<file path="src/rtl/systemizer_pkg.sv">
// Shared definitions for the GF(2) systolic systemizer.
//   op_e          : array op codes carried alongside the serial bit stream
//   pack_state_e  : row collector packing FSM states
//   words_per_row : number of WIDTH-bit words a ROW_LEN-bit row occupies
package systemizer_pkg;

  typedef enum logic [1:0] {
    OP_PASS = 2'b00,
    OP_LOAD = 2'b01,
    OP_XOR  = 2'b10
  } op_e;

  typedef enum logic {
    IDLE    = 1'b0,
    COLLECT = 1'b1
  } pack_state_e;

  function automatic int words_per_row(input int row_len, input int width);
    return (row_len + width - 1) / width;
  endfunction

endpackage

</file>
<file path="src/rtl/systemizer_collect_fifo.sv">
// Synchronous FIFO buffering packed row words for the row collector.
//   clk, rst_n : clock, async active-low reset
//   push/din   : write request and data (ignored when full unless popping)
//   pop/dout   : read request and head data (dout is zero while empty)
//   full/empty : occupancy flags, count : current occupancy
module systemizer_collect_fifo #(
  parameter int DEPTH = 4,
  parameter int W     = 33
) (
  input  logic                   clk,
  input  logic                   rst_n,
  input  logic                   push,
  input  logic [W-1:0]           din,
  input  logic                   pop,
  output logic [W-1:0]           dout,
  output logic                   full,
  output logic                   empty,
  output logic [$clog2(DEPTH):0] count
);
  localparam int AW = $clog2(DEPTH);

  logic [W-1:0]  mem [DEPTH];
  logic [AW-1:0] wr_ptr, rd_ptr;
  logic          do_push, do_pop;

  assign empty   = (count == '0);
  assign full    = (count == (AW+1)'(DEPTH));
  assign do_pop  = pop & ~empty;
  // A full FIFO still accepts a write when the head leaves in the same cycle.
  assign do_push = push & (~full | do_pop);
  assign dout    = empty ? '0 : mem[rd_ptr];

  always_ff @(posedge clk) begin
    if (do_push) mem[wr_ptr] <= din;
  end

  // Pointers wrap naturally: DEPTH is a power of two.
  always_ff @(posedge clk or negedge rst_n) begin
    if (!rst_n) begin
      wr_ptr <= '0;
      rd_ptr <= '0;
      count  <= '0;
    end else begin
      if (do_push) wr_ptr <= wr_ptr + AW'(1);
      if (do_pop)  rd_ptr <= rd_ptr + AW'(1);
      case ({do_push, do_pop})
        2'b10:   count <= count + (AW+1)'(1);
        2'b01:   count <= count - (AW+1)'(1);
        default: count <= count;
      endcase
    end
  end

endmodule

</file>
<file path="src/rtl/systemizer_row_collector.sv">
// Output-side row collector: packs the serial row bit stream from the last
// processor column into WIDTH-bit words (first bit at LSB) and buffers them
// for the matrix memory. The array cannot stall, so a full buffer drops the
// word and raises the sticky overflow flag.
//   clk, rst_n                      : clock, async active-low reset
//   en_in, data_in, start_in, op_in : serial bit stream from the array
//   word_out/word_last/word_valid   : FIFO head, word_ready accepts it
//   fill                            : FIFO occupancy
//   overflow, short_row             : sticky error flags
// Optional feature macro SYSTEMIZER_COLLECT_OP_TAG_EN adds word_op, the op
// code sampled with bit 0 of the row, repeated on each word of that row.
module systemizer_row_collector
  import systemizer_pkg::*;
#(
  parameter int WIDTH   = 32,
  parameter int ROW_LEN = 64,
  parameter int DEPTH   = 4
) (
  input  logic                   clk,
  input  logic                   rst_n,
  input  logic                   en_in,
  input  logic                   data_in,
  input  logic                   start_in,
  input  logic [1:0]             op_in,
  output logic [WIDTH-1:0]       word_out,
  output logic                   word_last,
  output logic                   word_valid,
  input  logic                   word_ready,
  output logic [$clog2(DEPTH):0] fill,
  output logic                   overflow,
`ifdef SYSTEMIZER_COLLECT_OP_TAG_EN
  output logic [1:0]             word_op,
`endif
  output logic                   short_row
);
  localparam int BW = $clog2(WIDTH + 1);
  localparam int RW = $clog2(ROW_LEN + 1);

  typedef struct packed {
`ifdef SYSTEMIZER_COLLECT_OP_TAG_EN
    op_e              op;
`endif
    logic             last;
    logic [WIDTH-1:0] word;
  } entry_t;

  pack_state_e      state;
  logic [WIDTH-1:0] shreg;
  logic [BW-1:0]    bcnt;
  logic [RW-1:0]    rcnt;
  logic             push_q;
  entry_t           push_d;
  entry_t           head;
  logic             fifo_full, fifo_empty, pop;

`ifdef SYSTEMIZER_COLLECT_OP_TAG_EN
  op_e              row_op;
`else
  logic             unused_op;
  assign unused_op = ^op_in;
`endif

  // Next-word arithmetic; a start bit always begins from an empty word.
  logic [WIDTH-1:0] base_w, nxt_w;
  logic [BW-1:0]    base_b, nxt_b;
  logic [RW-1:0]    base_r, nxt_r;
  logic             take, row_end, word_done, early;

  always_comb begin
    base_w    = start_in ? '0 : shreg;
    base_b    = start_in ? '0 : bcnt;
    base_r    = start_in ? '0 : rcnt;
    nxt_w     = base_w | (WIDTH'(data_in) << base_b);
    nxt_b     = base_b + BW'(1);
    nxt_r     = base_r + RW'(1);
    row_end   = (nxt_r == RW'(ROW_LEN));
    word_done = (nxt_b == BW'(WIDTH)) | row_end;
    take      = en_in & ((state == COLLECT) | start_in);
    // Only a non-empty partial word needs flushing on an early start.
    early     = en_in & start_in & (state == COLLECT) & (bcnt != '0);
  end

  assign pop = ~fifo_empty & word_ready;

  always_ff @(posedge clk or negedge rst_n) begin
    if (!rst_n) begin
      state     <= IDLE;
      shreg     <= '0;
      bcnt      <= '0;
      rcnt      <= '0;
      push_q    <= 1'b0;
      push_d    <= '0;
      overflow  <= 1'b0;
      short_row <= 1'b0;
`ifdef SYSTEMIZER_COLLECT_OP_TAG_EN
      row_op    <= OP_PASS;
`endif
    end else begin
      push_q <= 1'b0;
      if (take) begin
        // One push slot per cycle: a flushed short row wins over a word that
        // the start bit itself would complete (only possible at WIDTH==1).
        if (early) begin
          push_q      <= 1'b1;
          push_d.last <= 1'b1;
          push_d.word <= shreg;
`ifdef SYSTEMIZER_COLLECT_OP_TAG_EN
          push_d.op   <= row_op;
`endif
        end else if (word_done) begin
          push_q      <= 1'b1;
          push_d.last <= row_end;
          push_d.word <= nxt_w;
`ifdef SYSTEMIZER_COLLECT_OP_TAG_EN
          push_d.op   <= start_in ? op_e'(op_in) : row_op;
`endif
        end
        if (start_in && state == COLLECT) short_row <= 1'b1;
`ifdef SYSTEMIZER_COLLECT_OP_TAG_EN
        if (start_in) row_op <= op_e'(op_in);
`endif
        shreg <= word_done ? '0 : nxt_w;
        bcnt  <= word_done ? '0 : nxt_b;
        rcnt  <= row_end ? '0 : nxt_r;
        state <= row_end ? IDLE : COLLECT;
      end
      if (push_q && fifo_full && !pop) overflow <= 1'b1;
    end
  end

  systemizer_collect_fifo #(.DEPTH(DEPTH), .W($bits(entry_t))) u_fifo (
    .clk   (clk),
    .rst_n (rst_n),
    .push  (push_q),
    .din   (push_d),
    .pop   (pop),
    .dout  (head),
    .full  (fifo_full),
    .empty (fifo_empty),
    .count (fill)
  );

  assign word_valid = ~fifo_empty;
  assign word_out   = head.word;
  assign word_last  = head.last;
`ifdef SYSTEMIZER_COLLECT_OP_TAG_EN
  assign word_op    = head.op;
`endif

endmodule
</file>
<file path="config.mk">
export PLATFORM = sky130hd
export DESIGN_NAME = systemizer_row_collector
export DESIGN_NICKNAME = d
export VERILOG_FILES = /design/src/rtl/systemizer_pkg.sv /design/src/rtl/systemizer_collect_fifo.sv /design/src/rtl/systemizer_row_collector.sv
export SDC_FILE = /design/constraint.sdc
export NUM_CORES = 1
export LEC_CHECK = 0
export ABC_AREA = 1
export BUFFER_PORTS_ARGS = -buffer_cell sky130_fd_sc_hd__buf_2
export CORE_UTILIZATION = 28
export CTS_CLUSTER_DIAMETER = 40
export DETAILED_ROUTE_END_ITERATION = 8
export GPL_TIMING_DRIVEN = 0
export SLEW_MARGIN = 20
export SYNTH_ARGS = -nofsm -noshare
export SYNTH_HDL_FRONTEND = slang
export SYNTH_SLANG_ARGS = --single-unit
</file>
<file path="constraint.sdc">
create_clock -name clk -period 6.19 [get_ports clk]
set_input_delay 0.619 -clock clk [delete_from_list [all_inputs] [get_ports clk]]
set_output_delay 0.619 -clock clk [all_outputs]
set_load 0.05 [all_outputs]
</file>
==> impl_metrics.yaml, run 1 <==
run_status:
  status: "finished clean"
clock_tree:
  cts_resized: 0
  clkTransAtPathRegs_ns: 0.06
  clock-sinks: 221
  htree_levels: 2
  cts_buffer_depth: 3
  clk-insertion-delay-late_ns: 0.52
  cts_buffers: 34
  cts_tree: "built"
  post_cts_buffers: 0
  root_buffer: "clkbuf_16"
placement:
  place_congestion: 0.883
  dp_hpwl_um: 17200
  pre_cts_ws_ns: 2.84
  port_buffers: 43
worst_setup_path:
  reg2reg_depth: 13
  path_class: "register to output port"
  crit_family: "buffers and inverters"
  crit_path_end_kind: "output port"
  crit_arrival_ns: 2.99
  path_buf_inv: 4
  timing.rr.start: "bcnt[1]"
  required_ns: 5.57
  worst_r2r_endpoint: "bcnt[0]"
  worstPathCellList: "clkbuf_1 > clkbuf_1 > clkbuf_1 > nor2_1 > nor2_1 > o21ai_0 > a21oi_1 > buf_2"
  crit_top_cell: "clkbuf_1"
  r2r_slack_ns: 3.87
  critPathSlowestCell: "clkbuf_1"
  cp_max_fo: 10
  start_kind: "register"
  critical_path.max_stage_delay_ns: 0.54
yosys:
  yosys_warnings: 0
  ys_seq_area_share_pct: 62.5
  syn_area_um2: 9910
  synth_fp_nets: 1046
  synth-seq-cells: 221
  netlist-cell-type-count: 36
  synth_cells: 1030
  avgSynthCellArea_um2: 9.62
power:
  power.static_leakage_nw: 4.84
  ir_drop_v: 0.000396
  powerDensity_nw_per_um2: 469
detailed_routing:
  wl_um: 25700
  ant_nets: 0
  drtPass1Iterations: 5
  drt_iter0_drc: 599
  drc: 0
  avgViaCountPerCell: 4.71
  wl_per_cell_um: 16.1
  vias: 7511
floorplanning:
  die_area_um2: 36200
  start_util_pct: 28.6
  rows: 68
  core-area_um2: 34700
  die_h_um: 190
  die_w_um: 190
  pin_count: 47
cells_and_area:
  layout_commonest_cell: "nand2_1"
  final_nets: 1131
  multiInputGateArea_um2: 3120
  antennaDiodeCount: 0
  fill_cells: 3476
  syn_to_final_growth_pct: 21.9
  regArea_um2: 6190
  final_cell_mix: "206 x nand2_1, 157 x nor2_1, 132 x edfxtp_1"
  layout-drive-gt1-share_pct: 13.0
timing:
  tightest_slew_ns: 0.751
  maxSlewHeadroom_pct: 49.9
  grt_setup_unrepaired: "no"
  setup_viol: 0
  final.setup.tns_ns: 0
  min_period_over_period_pct: 58.3
  timing.fmax_mhz: 277
  maxSlewViolCount: 0
  hold_violations: 0
  worst_slack_ns: 2.58
  min_period_ns: 3.61
  finClkSkew_ns: 0.0318
min_path:
  hold_path_end: "overflow"
  hold_start: "word_ready"
  whs_path_depth: 4
  hold_path.class: "input port to register"
global_routing:
  overflow: 0
  grt_max_degree: 62
  grt_usage_pct: 14.4
  grt_use_met2_pct: 23.3
  use_met1_pct: 19.5
  antenna_found_initial: 0
  grt_first_pass_wirelength_um: 40400
  grt.busiest_layer: "met2"
  grt.met3_usage_pct: 2.51
  grt_pass1_vias: 7332
flow_run:
  drv_cap: 0
layer usage:
| layer | wire length [µm] | up-vias | share of wire (%) |
|---|---|---|---|
| met3 | 1470 | 39 | 5.7 |
| li1 | - | 3633 | - |
| met1 | 11900 | 3626 | 46 |
| met5 | 0 | - | 0 |
| met2 | 11900 | 213 | 46 |
| met4 | 466 | 0 | 1.8 |
per-stage QoR:
| step | area (µm²) | hold WS, ns | power [mW] | cells | utilization [%] |
|---|---|---|---|---|---|
| floorplan | 9910 | 0.323 | 3.14 | 1030 | - |
| global placement | 10700 | 0.449 | 3.65 | 1528 | 30.8 |
| detailed placement | 10900 | 0.452 | 3.69 | 1533 | 31.3 |
| CTS | 12100 | 0.411 | 5.71 | 1596 | 34.8 |
| global route | 12100 | 0.456 | 5.92 | 1596 | 34.8 |
| finish | 12100 | 0.418 | 5.67 | 1596 | 34.8 |
worst max-delay path by stage:
stage | startpoint | to | slack [ns] | cells past startpoint
CTS | u_fifo.rd_ptr[0] | word_out[12] | 2.54 | 8
floorplan | u_fifo.count[0] | word_out[0] | 3.13 | 5
global placement | word_ready | u_fifo.mem[3][9] | 2.06 | 5
detailed placement | start_in | bcnt[0] | 2.84 | 14
finish | u_fifo.rd_ptr[0] | word_out[14] | 2.58 | 8
global route | u_fifo.rd_ptr[0] | word_out[14] | 2.44 | 8
repair_timing:
item	CTS	global route
hold buffers	1	0
endpoints found under the hold margin	3	0
endpoints found under the setup margin	0	0
cell usage after synthesis (all sizes together):
library cell | instances | share of area [%]
o21ai | 116 | 5.9
o21bai | 1 | 0.076
nor3 | 4 | 0.20
inv | 90 | 3.4
clkbuf | 36 | 1.4
dfrtp | 89 | 22
clkinv | 3 | 0.11
nor2 | 171 | 6.8
o22ai | 27 | 1.7
or2 | 2 | 0.13
buf | 22 | 1.5
o211ai | 19 | 1.4
nand3 | 51 | 2.9
xor2 | 5 | 0.44
a31oi | 1 | 0.063
nand4 | 7 | 0.44
ha | 7 | 0.88
nand2 | 209 | 8.0
edfxtp | 132 | 40
fa | 1 | 0.20
xnor2 | 1 | 0.088
a21oi | 35 | 1.8
and2 | 1 | 0.063
area by class of cell:
cell class | count | area share, %
multi-input cells | 658 | 25.8
clock buffers | 39 | 7.54
repair buffers | 49 | 2.99
plain buffers | 58 | 2.33
flip-flops and latches | 221 | 51.2
well taps | 455 | 4.71
inverters | 93 | 2.91
clock inverters | 23 | 2.49
worst register-to-register path: cells and delay by family, from the launching register on:
family	cells	cell delay [ns]
simple gates	9	1.02
buf+inv	2	0.41
flops	1	0.40
fa+ha+maj	1	0.21
compound gates	1	0.12
power by group:
part           switching [mW]  internal (mW)  total (mW)
clock                   0.704           1.31        2.02
sequential             0.0784           1.69        1.76
combinational            1.46          0.427        1.88
total                    2.24           3.43        5.67
cells by family (layout without fill, tap and decap cells):
logic type,after synthesis,after routing,synth area share (%)
flops,221,221,62.5
fa+ha+maj,8,8,1.09
simple gates,445,445,18.6
buf+inv,151,262,6.39
compound gates,199,199,10.9
xor+xnor,6,6,0.530
sequential cells by signal, summed over array words and instances, names as in the netlist:
name / cells
bcnt: 6
overflow: 1
push_d: 33
push_q: 1
rcnt: 7
short_row: 1
shreg: 32
state: 1
u_fifo.count: 3
u_fifo.mem: 132
u_fifo.rd_ptr: 2
u_fifo.wr_ptr: 2
Power figures use the tool's default switching activity.
==> run 2, diff against run 1 <==
Clock period 6.19 ns to 3.4 ns, I/O delays scaled along.
==> impl_metrics.yaml, run 2 (synthesized netlist as in run 1, its figures left out) <==
clock_tree:
  cts_buffer_depth: 3
  clkTransAtPathRegs_ns: 0.06
  htree_levels: 2
  clock-sinks: 221
  cts_tree: "built"
  cts_buffers: 34
  post_cts_buffers: 0
  clk-insertion-delay-late_ns: 0.52
  root_buffer: "clkbuf_16"
cells_and_area:
  layout_commonest_cell: "nand2_1"
  finalNonFillerCells: 1596
  largest_reg_flops: 132
  utilization_pct: 34.8
  top_regs: "u_fifo.mem: 132 flops, push_d: 33 flops, shreg: 32 flops"
  layout-drive-gt1-share_pct: 13.1
  final_nets: 1131
  design_area_um2: 12100
  top_register: "u_fifo.mem"
  final_cell_mix: "206 x nand2_1, 157 x nor2_1, 132 x edfxtp_1"
  antennaDiodeCount: 0
  syn_to_final_growth_pct: 21.9
global_routing:
  grt_first_pass_wirelength_um: 40400
  grt_max_degree: 62
  overflow: 0
  antenna_found_initial: 0
  grt_pass1_vias: 7332
  grt_usage_pct: 14.4
min_path:
  hold_path.class: "input port to register"
power:
  ir_drop_v: 0.000721
  power.switching_mw: 4.07
  p_int_mw: 6.24
  power_frac_clock_pct: 35.7
  p_comb_share_pct: 33.2
  power.static_leakage_nw: 4.85
  powerDensity_nw_per_um2: 853
  swShare_pct: 39.5
  sequentialPowerShare_pct: 31.1
  p_total_mw: 10.3
timing:
  holdWs_ns: 0.140
  min_period_ns: 3.14
  hold_violations: 0
  min_period_over_period_pct: 92.5
  setup_viol: 0
  tightest_slew_ns: 0.752
  maxSlewViolCount: 0
  maxSlewHeadroom_pct: 49.9
  grt_setup_unrepaired: "no"
  timing.fmax_mhz: 318
  worst_slack_ns: 0.256
  final.setup.tns_ns: 0
  finClkSkew_ns: 0.0325
worst_setup_path:
  path_class: "register to output port"
  required_ns: 3.06
  start_kind: "register"
  cp_max_fo: 10
  crit_path_end_kind: "output port"
  crit_arrival_ns: 2.80
detailed_routing:
  wl_um: 25700
  wl_per_cell_um: 16.1
  drc: 0
  drtPass1Iterations: 5
  avgViaCountPerCell: 4.68
  ant_nets: 0
  vias: 7467
  drt_iter0_drc: 566
floorplanning:
  die_area_um2: 36200
  start_util_pct: 28.6
  pin_count: 47
  rows: 68
  die_w_um: 190
  die_h_um: 190
  core-area_um2: 34700
run_status:
  status: "finished clean"
placement:
  place_congestion: 0.883
  port_buffers: 43
  pre_cts_ws_ns: 0.332
  dp.cells: 1533
  place_area_um2: 10900
  dp_hpwl_um: 17200
flow_run:
  drv_cap: 0
==> run 2: per-layer routing <==
layer / vias up / wire length [µm] / GRT usage (%)
met1: 3592 / 12100 / 19.5
li1: 3634 / - / -
met4: 0 / 466 / 4.40
met3: 37 / 1380 / 2.51
met5: - / 0 / 0
met2: 204 / 11800 / 23.3
==> run 2: what timing repair did <==
item / 4_1_cts / 5_1_grt
gates resized for setup: 0 / 3
endpoints found under the hold margin: 28 / 0
hold buffers: 1 / 0
setup endpoints to repair: 0 / 9
==> run 2: power by group through the flow <==
stage / Combinational, mW / Sequential, mW / Clock (mW)
6_report: 3.43 / 3.21 / 3.68
5_1_grt: 3.70 / 3.23 / 3.84
4_1_cts: 3.48 / 3.21 / 3.71
3_5_place_dp: 3.46 / 3.26 / 0
3_3_place_gp: 3.39 / 3.25 / 0
2_1_floorplan: 2.43 / 3.29 / 0
==> run 2: cell type report <==
type,count,area (µm²)
multi-input cells,658,3120
clock inverters,23,300
inverters,93,352
flip-flops and latches,221,6190
plain buffers,58,284
fillers,3476,22600
clock buffers,39,911
repair buffers,49,362
well taps,455,569
==> run 2: path summary, 6_finish.rpt <==
kind                                        from      endpoint  slack, ns  depth (start not counted)
worst max-delay path            u_fifo.rd_ptr[0]  word_out[14]       0.26                          7
worst min-delay path                  word_ready      overflow       0.14                          4
worst max register to register           bcnt[1]       bcnt[0]       1.08                         13
worst min register to register         short_row     short_row       0.47                          1
max in group asynchronous                  rst_n     shreg[27]       2.48                          3
min in group asynchronous                  rst_n     push_d[8]       0.27                          2
==> run 2: worst max-delay path, stage by stage (launching register included) <==
cell and delay (ns):
dfrtp_1 0.36, clkbuf_1 0.17, inv_1 0.12, clkbuf_1 0.40, clkbuf_1 0.46, o21ai_0 0.17
a21oi_1 0.28, buf_2 0.32
